$ cat config.mk
export PLATFORM = sky130hd
export DESIGN_NAME = io_pattern_engine
export DESIGN_NICKNAME = d
export VERILOG_FILES = /design/src/rtl/io_pattern_pkg.sv /design/src/rtl/io_sync.sv /design/src/rtl/io_pattern_engine.sv
export SDC_FILE = /design/constraint.sdc
export NUM_CORES = 1
export LEC_CHECK = 0
export ABC_AREA = 1
export CAP_MARGIN = 25
export CORE_ASPECT_RATIO = 1.1
export CORE_MARGIN = 2
export CORE_UTILIZATION = 45
export DETAILED_ROUTE_END_ITERATION = 10
export PLACE_DENSITY = 0.72
export SLEW_MARGIN = 10
export SYNTH_ARGS = -nofsm -noshare
export SYNTH_HDL_FRONTEND = slang
export SYNTH_SLANG_ARGS = --single-unit
$ cat constraint.sdc
create_clock -name clk -period 3.95 [get_ports clk]
set_clock_uncertainty 0.15 [all_clocks]
set_input_delay 0.5925 -clock clk [delete_from_list [all_inputs] [get_ports clk]]
set_output_delay 0.5925 -clock clk [all_outputs]
set_load 0.02 [all_outputs]
$ cat src/rtl/io_pattern_pkg.sv
// -----------------------------------------------------------------------------
// io_pattern_pkg
// Shared types for the open-drain IO pattern engine.
//   state_t : sequencer states (IDLE, DRIVE, SETTLE, CHECK, HOLD)
//   mode_t  : pattern selection (counter, walking-one, walking-zero,
//             per-channel offset counter)
//   ERR_W   : width of the saturating error counter
// -----------------------------------------------------------------------------
package io_pattern_pkg;

    localparam int ERR_W = 16;

    typedef enum logic [2:0] {
        ST_IDLE   = 3'd0,
        ST_DRIVE  = 3'd1,
        ST_SETTLE = 3'd2,
        ST_CHECK  = 3'd3,
        ST_HOLD   = 3'd4
    } state_t;

    typedef enum logic [1:0] {
        MODE_COUNT  = 2'd0,
        MODE_WALK1  = 2'd1,
        MODE_WALK0  = 2'd2,
        MODE_OFFSET = 2'd3
    } mode_t;

endpackage

$ cat src/rtl/io_sync.sv
// -----------------------------------------------------------------------------
// io_sync
// Two-flop synchroniser for asynchronous pad levels.
// Ports:
//   clk   : sampling clock (rising edge)
//   rst_n : asynchronous active-low reset, clears both stages
//   d     : asynchronous input bus
//   q     : synchronised output bus (two clk edges of latency)
// -----------------------------------------------------------------------------
module io_sync #(
    parameter int WIDTH = 1
) (
    input  logic             clk,
    input  logic             rst_n,
    input  logic [WIDTH-1:0] d,
    output logic [WIDTH-1:0] q
);

    logic [WIDTH-1:0] meta;

    // NOTE: both stages are reset so the first CHECK after reset compares
    // against a known value rather than X.
    always_ff @(posedge clk or negedge rst_n) begin
        if (!rst_n) begin
            meta <= '0;
            q    <= '0;
        end else begin
            meta <= d;
            q    <= meta;
        end
    end

endmodule

$ cat src/rtl/io_pattern_engine.sv
// -----------------------------------------------------------------------------
// io_pattern_engine
// Drives test patterns onto CHANNELS open-drain ports of WIDTH bits each and,
// optionally, reads the pads back after a settle time to detect stuck or
// shorted pins.
//
// Build option:
//   IO_LOOPBACK_CHECK_EN  defined   -> pin_in is synchronised and compared in
//                                      CHECK; err_count/err_mask are live.
//                         undefined -> pin_in unused, err_count/err_mask are 0;
//                                      sequencing is identical.
//
// Parameters:
//   WIDTH    : bits per port (power of two, 2..32)
//   CHANNELS : number of ports
//   SETTLE   : settle cycles between drive and readback (3..255)
//   DIV_W    : width of step_div
//
// Ports:
//   clk, rst_n : clock (rising edge) and asynchronous active-low reset
//   enable     : sequencer runs while high; low forces IDLE next edge
//   mode       : pattern select, latched on IDLE->DRIVE
//   step_div   : extra HOLD cycles per step (0 = no HOLD)
//   clear      : zeroes error state next edge (wins over an increment)
//   pin_in     : raw asynchronous pad levels
//   pin_pull   : registered pull-down enables, 1 = pull low
//   err_count  : saturating count of CHECK cycles with any mismatch
//   err_mask   : sticky per-channel mismatch flags
//   running    : high whenever the sequencer is not IDLE
// -----------------------------------------------------------------------------
module io_pattern_engine
    import io_pattern_pkg::*;
#(
    parameter int WIDTH    = 8,
    parameter int CHANNELS = 3,
    parameter int SETTLE   = 4,
    parameter int DIV_W    = 16
) (
    input  logic                      clk,
    input  logic                      rst_n,
    input  logic                      enable,
    input  logic [1:0]                mode,
    input  logic [DIV_W-1:0]          step_div,
    input  logic                      clear,
    input  logic [CHANNELS*WIDTH-1:0] pin_in,
    output logic [CHANNELS*WIDTH-1:0] pin_pull,
    output logic [ERR_W-1:0]          err_count,
    output logic [CHANNELS-1:0]       err_mask,
    output logic                      running
);

    localparam int TOTAL = CHANNELS * WIDTH;
    localparam int IDX_W = $clog2(WIDTH);
    // One counter serves both SETTLE (<=255) and HOLD (step_div) timing.
    localparam int CNT_W = (DIV_W > 8) ? DIV_W : 8;

    state_t             state;
    mode_t              mode_q;
    logic [WIDTH-1:0]   step;
    logic [CNT_W-1:0]   cnt;
    logic [TOTAL-1:0]   pattern;

    logic [CNT_W-1:0]   step_div_ext;
    logic [CNT_W:0]     cnt_inc;
    logic               settle_done;
    logic               hold_done;

    // -------------------------------------------------------------------------
    // Pattern generation for the current step under the latched mode.
    // -------------------------------------------------------------------------
    function automatic logic [TOTAL-1:0] build_pattern(
        input mode_t            m,
        input logic [WIDTH-1:0] s
    );
        logic [TOTAL-1:0] p;
        logic [WIDTH-1:0] onehot;
        p      = '0;
        onehot = WIDTH'(1) << s[IDX_W-1:0];
        for (int k = 0; k < CHANNELS; k++) begin
            case (m)
                MODE_COUNT:  p[k*WIDTH +: WIDTH] = s;
                MODE_WALK1:  p[k*WIDTH +: WIDTH] = onehot;
                MODE_WALK0:  p[k*WIDTH +: WIDTH] = ~onehot;
                MODE_OFFSET: p[k*WIDTH +: WIDTH] = s + WIDTH'(k);
                default:     p[k*WIDTH +: WIDTH] = s;
            endcase
        end
        return p;
    endfunction

    assign pattern = build_pattern(mode_q, step);

    // -------------------------------------------------------------------------
    // Phase timing. hold_done uses >= so a step_div lowered mid-HOLD still
    // terminates instead of running the counter round.
    // -------------------------------------------------------------------------
    assign step_div_ext = CNT_W'(step_div);
    assign cnt_inc      = {1'b0, cnt} + (CNT_W+1)'(1);
    assign settle_done  = (cnt == CNT_W'(SETTLE - 1));
    assign hold_done    = (cnt_inc >= {1'b0, step_div_ext});

    // -------------------------------------------------------------------------
    // Sequencer. pin_pull only changes on the DRIVE->SETTLE edge or when the
    // engine is stopped, so CHECK always sees the pattern loaded in DRIVE.
    // -------------------------------------------------------------------------
    // NOTE: sequential state uses non-blocking assignments so every flop
    // samples the pre-edge values regardless of statement order.
    always_ff @(posedge clk or negedge rst_n) begin
        if (!rst_n) begin
            state    <= ST_IDLE;
            mode_q   <= MODE_COUNT;
            step     <= '0;
            cnt      <= '0;
            pin_pull <= '0;
            running  <= 1'b0;
        end else if (!enable) begin
            state    <= ST_IDLE;
            step     <= '0;
            cnt      <= '0;
            pin_pull <= '0;
            running  <= 1'b0;
        end else begin
            case (state)
                ST_IDLE: begin
                    mode_q  <= mode_t'(mode);
                    cnt     <= '0;
                    state   <= ST_DRIVE;
                    running <= 1'b1;
                end
                ST_DRIVE: begin
                    pin_pull <= pattern;
                    cnt      <= '0;
                    state    <= ST_SETTLE;
                end
                ST_SETTLE: begin
                    if (settle_done) begin
                        cnt   <= '0;
                        state <= ST_CHECK;
                    end else begin
                        cnt <= cnt + CNT_W'(1);
                    end
                end
                ST_CHECK: begin
                    cnt <= '0;
                    if (step_div == '0) begin
                        step  <= step + WIDTH'(1);
                        state <= ST_DRIVE;
                    end else begin
                        state <= ST_HOLD;
                    end
                end
                ST_HOLD: begin
                    if (hold_done) begin
                        cnt   <= '0;
                        step  <= step + WIDTH'(1);
                        state <= ST_DRIVE;
                    end else begin
                        cnt <= cnt + CNT_W'(1);
                    end
                end
                default: begin
                    state   <= ST_IDLE;
                    running <= 1'b0;
                end
            endcase
        end
    end

`ifdef IO_LOOPBACK_CHECK_EN
    // -------------------------------------------------------------------------
    // Loopback comparison: a released pin (pull=0) must read high, a pulled
    // pin must read low, so the expected pad level is ~pin_pull.
    // -------------------------------------------------------------------------
    logic [TOTAL-1:0]    pin_sync;
    logic [CHANNELS-1:0] mismatch;

    io_sync #(
        .WIDTH (TOTAL)
    ) u_sync (
        .clk   (clk),
        .rst_n (rst_n),
        .d     (pin_in),
        .q     (pin_sync)
    );

    // NOTE: combinational outputs get a default before the loop so no path
    // leaves them unassigned and a latch can never be inferred.
    always_comb begin
        mismatch = '0;
        for (int k = 0; k < CHANNELS; k++) begin
            mismatch[k] = (pin_sync[k*WIDTH +: WIDTH] != ~pin_pull[k*WIDTH +: WIDTH]);
        end
    end

    // Errors are only scored on a real CHECK cycle; an enable drop during
    // CHECK abandons the step and leaves the error state untouched.
    always_ff @(posedge clk or negedge rst_n) begin
        if (!rst_n) begin
            err_count <= '0;
            err_mask  <= '0;
        end else if (clear) begin
            err_count <= '0;
            err_mask  <= '0;
        end else if (enable && state == ST_CHECK && |mismatch) begin
            if (err_count != {ERR_W{1'b1}}) begin
                err_count <= err_count + ERR_W'(1);
            end
            err_mask <= err_mask | mismatch;
        end
    end
`else
    // Readback disabled: the pads are never observed and no errors exist.
    logic unused_pin_in;
    logic unused_clear;

    assign unused_pin_in = ^pin_in;
    assign unused_clear  = clear;
    assign err_count     = '0;
    assign err_mask      = '0;
`endif

endmodule

==> flow_metrics.tcl <==
set metrics [dict create \
    viasPerCell 5.08 \
    arrival_ns 3.29 \
    port-buffer-count 45 \
    r2r_start "cnt[0]$_DFFE_PN0P_" \
    ys_warn_count 0 \
    core_area_um2 8830 \
    place_congestion 0.848 \
    rows 36 \
    power_density_nw_per_um2 343 \
    synthTopCellsByArea "dfrtp_1 (33%), nand2_1 (12%), ha_1 (8.6%)" \
    crit_fanout 8 \
    cts_buffers 5 \
    p_leak_nw 2.41 \
    p_int_uw 998 \
    die_height_um 104 \
    syn-cell-area_um2 4090 \
    layout.cells.most_common "nand2_1" \
    grt_remaining_overflow 0 \
    setup.worst_path.start "cnt[0]$_DFFE_PN0P_" \
    seq_power_share_pct 40.6 \
    synth_top_area_share_pct 33.1 \
    total_power_mw 1.60 \
    clk_latency_ns 0.33 \
    critical_path_class "flip-flop to flip-flop" \
    netlist_instances 582 \
    drive_gt1_share_pct 6.25 \
    wire_per_inst_um 13.6 \
    layout_common_cells "nand2_1 (136), inv_1 (83), nor2_1 (57)" \
    layout.nets 697 \
    cts_root_buf "clkbuf_8" \
    grt_first_pass_wirelength_mm 16.6 \
    cts_hold_buf 0 \
    slew_viol_final 0 \
    initial_core_util_pct 46.3 \
    area_delta_synth_final_pct 14.3 \
    tritoncts "done" \
    rrSetupSlack_ns 0.72 \
    worstMarginPinSlew_ns 0.952 \
    postRouteAntennaNets 0 \
    ys.flop_type "dfrtp_1" \
    startpoint_type "flip-flop" \
    ys_seq_area_share_pct 33.1 \
    max-cap-violations 0 \
    vias 3746 \
    clk_pin_slew_ns 0.10 \
    ys_types 37 \
    fmax_mhz 310 \
    relSlewSlack_pct 36.2 \
    clock_sinks 54 \
    crit_path_end "step[0]$_DFFE_PN0P_" \
    p_sw_uw 604 \
    wirelength_mm 10.0 \
    firstDrtPassIters 4 \
    die_w_um 94.8 \
    dp_hpwl_mm 7.74 \
    io_pins 90 \
    clock_power_share_pct 24.4 \
    hold_viol 0 \
    grt_pass1_vias 3553 \
    period_share_pct 81.7 \
    reg2reg_to "step[0]$_DFFE_PN0P_" \
    drt-initial-drc-count 186 \
    status "completed" \
    n_antenna_cell 0 \
    die-area_um2 9860 \
    cts_buffer_depth 2 \
    ir_drop_v 0.000196 \
    async_flop_share_pct 100 \
    drc 0 \
    cts_resized 0 \
    p_comb_share_pct 35.0 \
    period_minus_slack_ns 3.23 \
    post_cts_buffers 0 \
    synth_edf_count 0 \
    grt_max_degree 34 \
    crit_path_end_kind "flip-flop" \
    cp.required_ns 4.02 \
    rsz0062_at_grt "false" \
    finalSetupViolCount 0 \
    p_sw_share_pct 37.7 \
    synth_area_leader_cell "dfrtp_1" \
    syn_avg_cell_area_um2 7.02 \
    hp-class "input port to async pin" \
    grt_usage_pct 20.9 \
    ff2ff_path_depth 18 \
    ys_ff_latch 54 \
    antenna_found_initial 0 \
    cts.htree.levels 2 \
    setup_tns_ns 0 \
]
[power groups by stage]
stage / Clock [mW] / Sequential [mW] / Combinational, mW
4_1_cts: 0.400 / 0.650 / 0.560
3_5_place_dp: 0 / 0.661 / 0.557
2_1_floorplan: 0 / 0.690 / 0.342
6_report: 0.391 / 0.650 / 0.560
3_3_place_gp: 0 / 0.659 / 0.549
5_1_grt: 0.420 / 0.656 / 0.624
[final cells by class]
| type | instances | area (um^2) |
|---|---|---|
| clock buffers | 5 | 68.8 |
| clock inverters | 3 | 48.8 |
| flip-flops and latches | 54 | 1350 |
| repair buffers | 48 | 468 |
| fillers | 857 | 4160 |
| well taps | 114 | 143 |
| multi-input cells | 430 | 2270 |
| inverters | 84 | 315 |
[layer usage]
metal	part of all wire, %	up-vias	GRT usage (%)	routed length, um
met2	52	77	37.8	5220
met4	1.3	0	5.80	133
li1	-	1907	-	-
met5	0	-	0	0
met3	3.3	12	2.46	329
met1	43	1750	25.6	4340
[worst min-delay path by stage]
stage | depth (start not counted) | end | start
4_1_cts | 1 | state[0]$_DFFE_PN0P_ | rst_n
3_3_place_gp | 2 | running$_DFFE_PN0P_ | running$_DFFE_PN0P_
5_1_grt | 1 | cnt[4]$_DFFE_PN0P_ | rst_n
2_1_floorplan | 0 | cnt[0]$_DFFE_PN0P_ | rst_n
3_5_place_dp | 2 | running$_DFFE_PN0P_ | running$_DFFE_PN0P_
6_report | 1 | state[0]$_DFFE_PN0P_ | rst_n
[through the flow]
step / hold WS (ns) / util [%] / std cells / area (um^2) / worst slack, ns
global placement: 0.340 / 51.5 / 730 / 4550 / 0.834
global route: 0.254 / 52.9 / 738 / 4670 / 0.460
finish: 0.196 / 52.9 / 738 / 4670 / 0.724
CTS: 0.217 / 52.9 / 738 / 4670 / 0.733
detailed placement: 0.349 / 51.5 / 730 / 4550 / 0.776
floorplan: 0.147 / - / 600 / 4150 / 1.22
[sequential cells by signal, indices dropped and copies added, names as in the netlist]
signal	count
mode_q	2
pin_pull	24
step	8
running	1
cnt	16
state	3
[kinds of logic after synthesis]
group / synth area share, %
buffers and inverters: 12.9
other: 0.0918
DFF: 33.1
xor gates and xnor gates: 2.79
and+or+nand+nor: 31.6
adders and majority gates: 8.58
AOI/OAI and AO/OA: 10.9
[Yosys cell counts, types with 4 or more instances]
cell type / instances
nand2_2: 13
inv_1: 83
nand4_1: 7
a211oi_1: 5
nand2_1: 136
ha_1: 28
nor3b_1: 4
clkbuf_1: 8
buf_4: 20
a21oi_1: 19
nor3_1: 9
o21ai_0: 49
nand3_1: 47
xor2_1: 13
dfrtp_1: 54
nor2_1: 57
[worst max-delay path, cell delays in order, from the launching register on]
cell and delay (ns):
dfrtp_1 0.45, ha_1 0.30, nand2_2 0.11, nor2_4 0.15
nand2_4 0.09, nor3_2 0.16, nand2_1 0.09, xor2_1 0.22
inv_1 0.08, ha_1 0.31, nand2_1 0.06, nor2_1 0.08
nand2_1 0.05, o21ai_0 0.15, nand2_1 0.11, nand4_1 0.14
nand2_1 0.21, nand2_1 0.13, nand2_1 0.05
(Power assumes the default switching activity.)
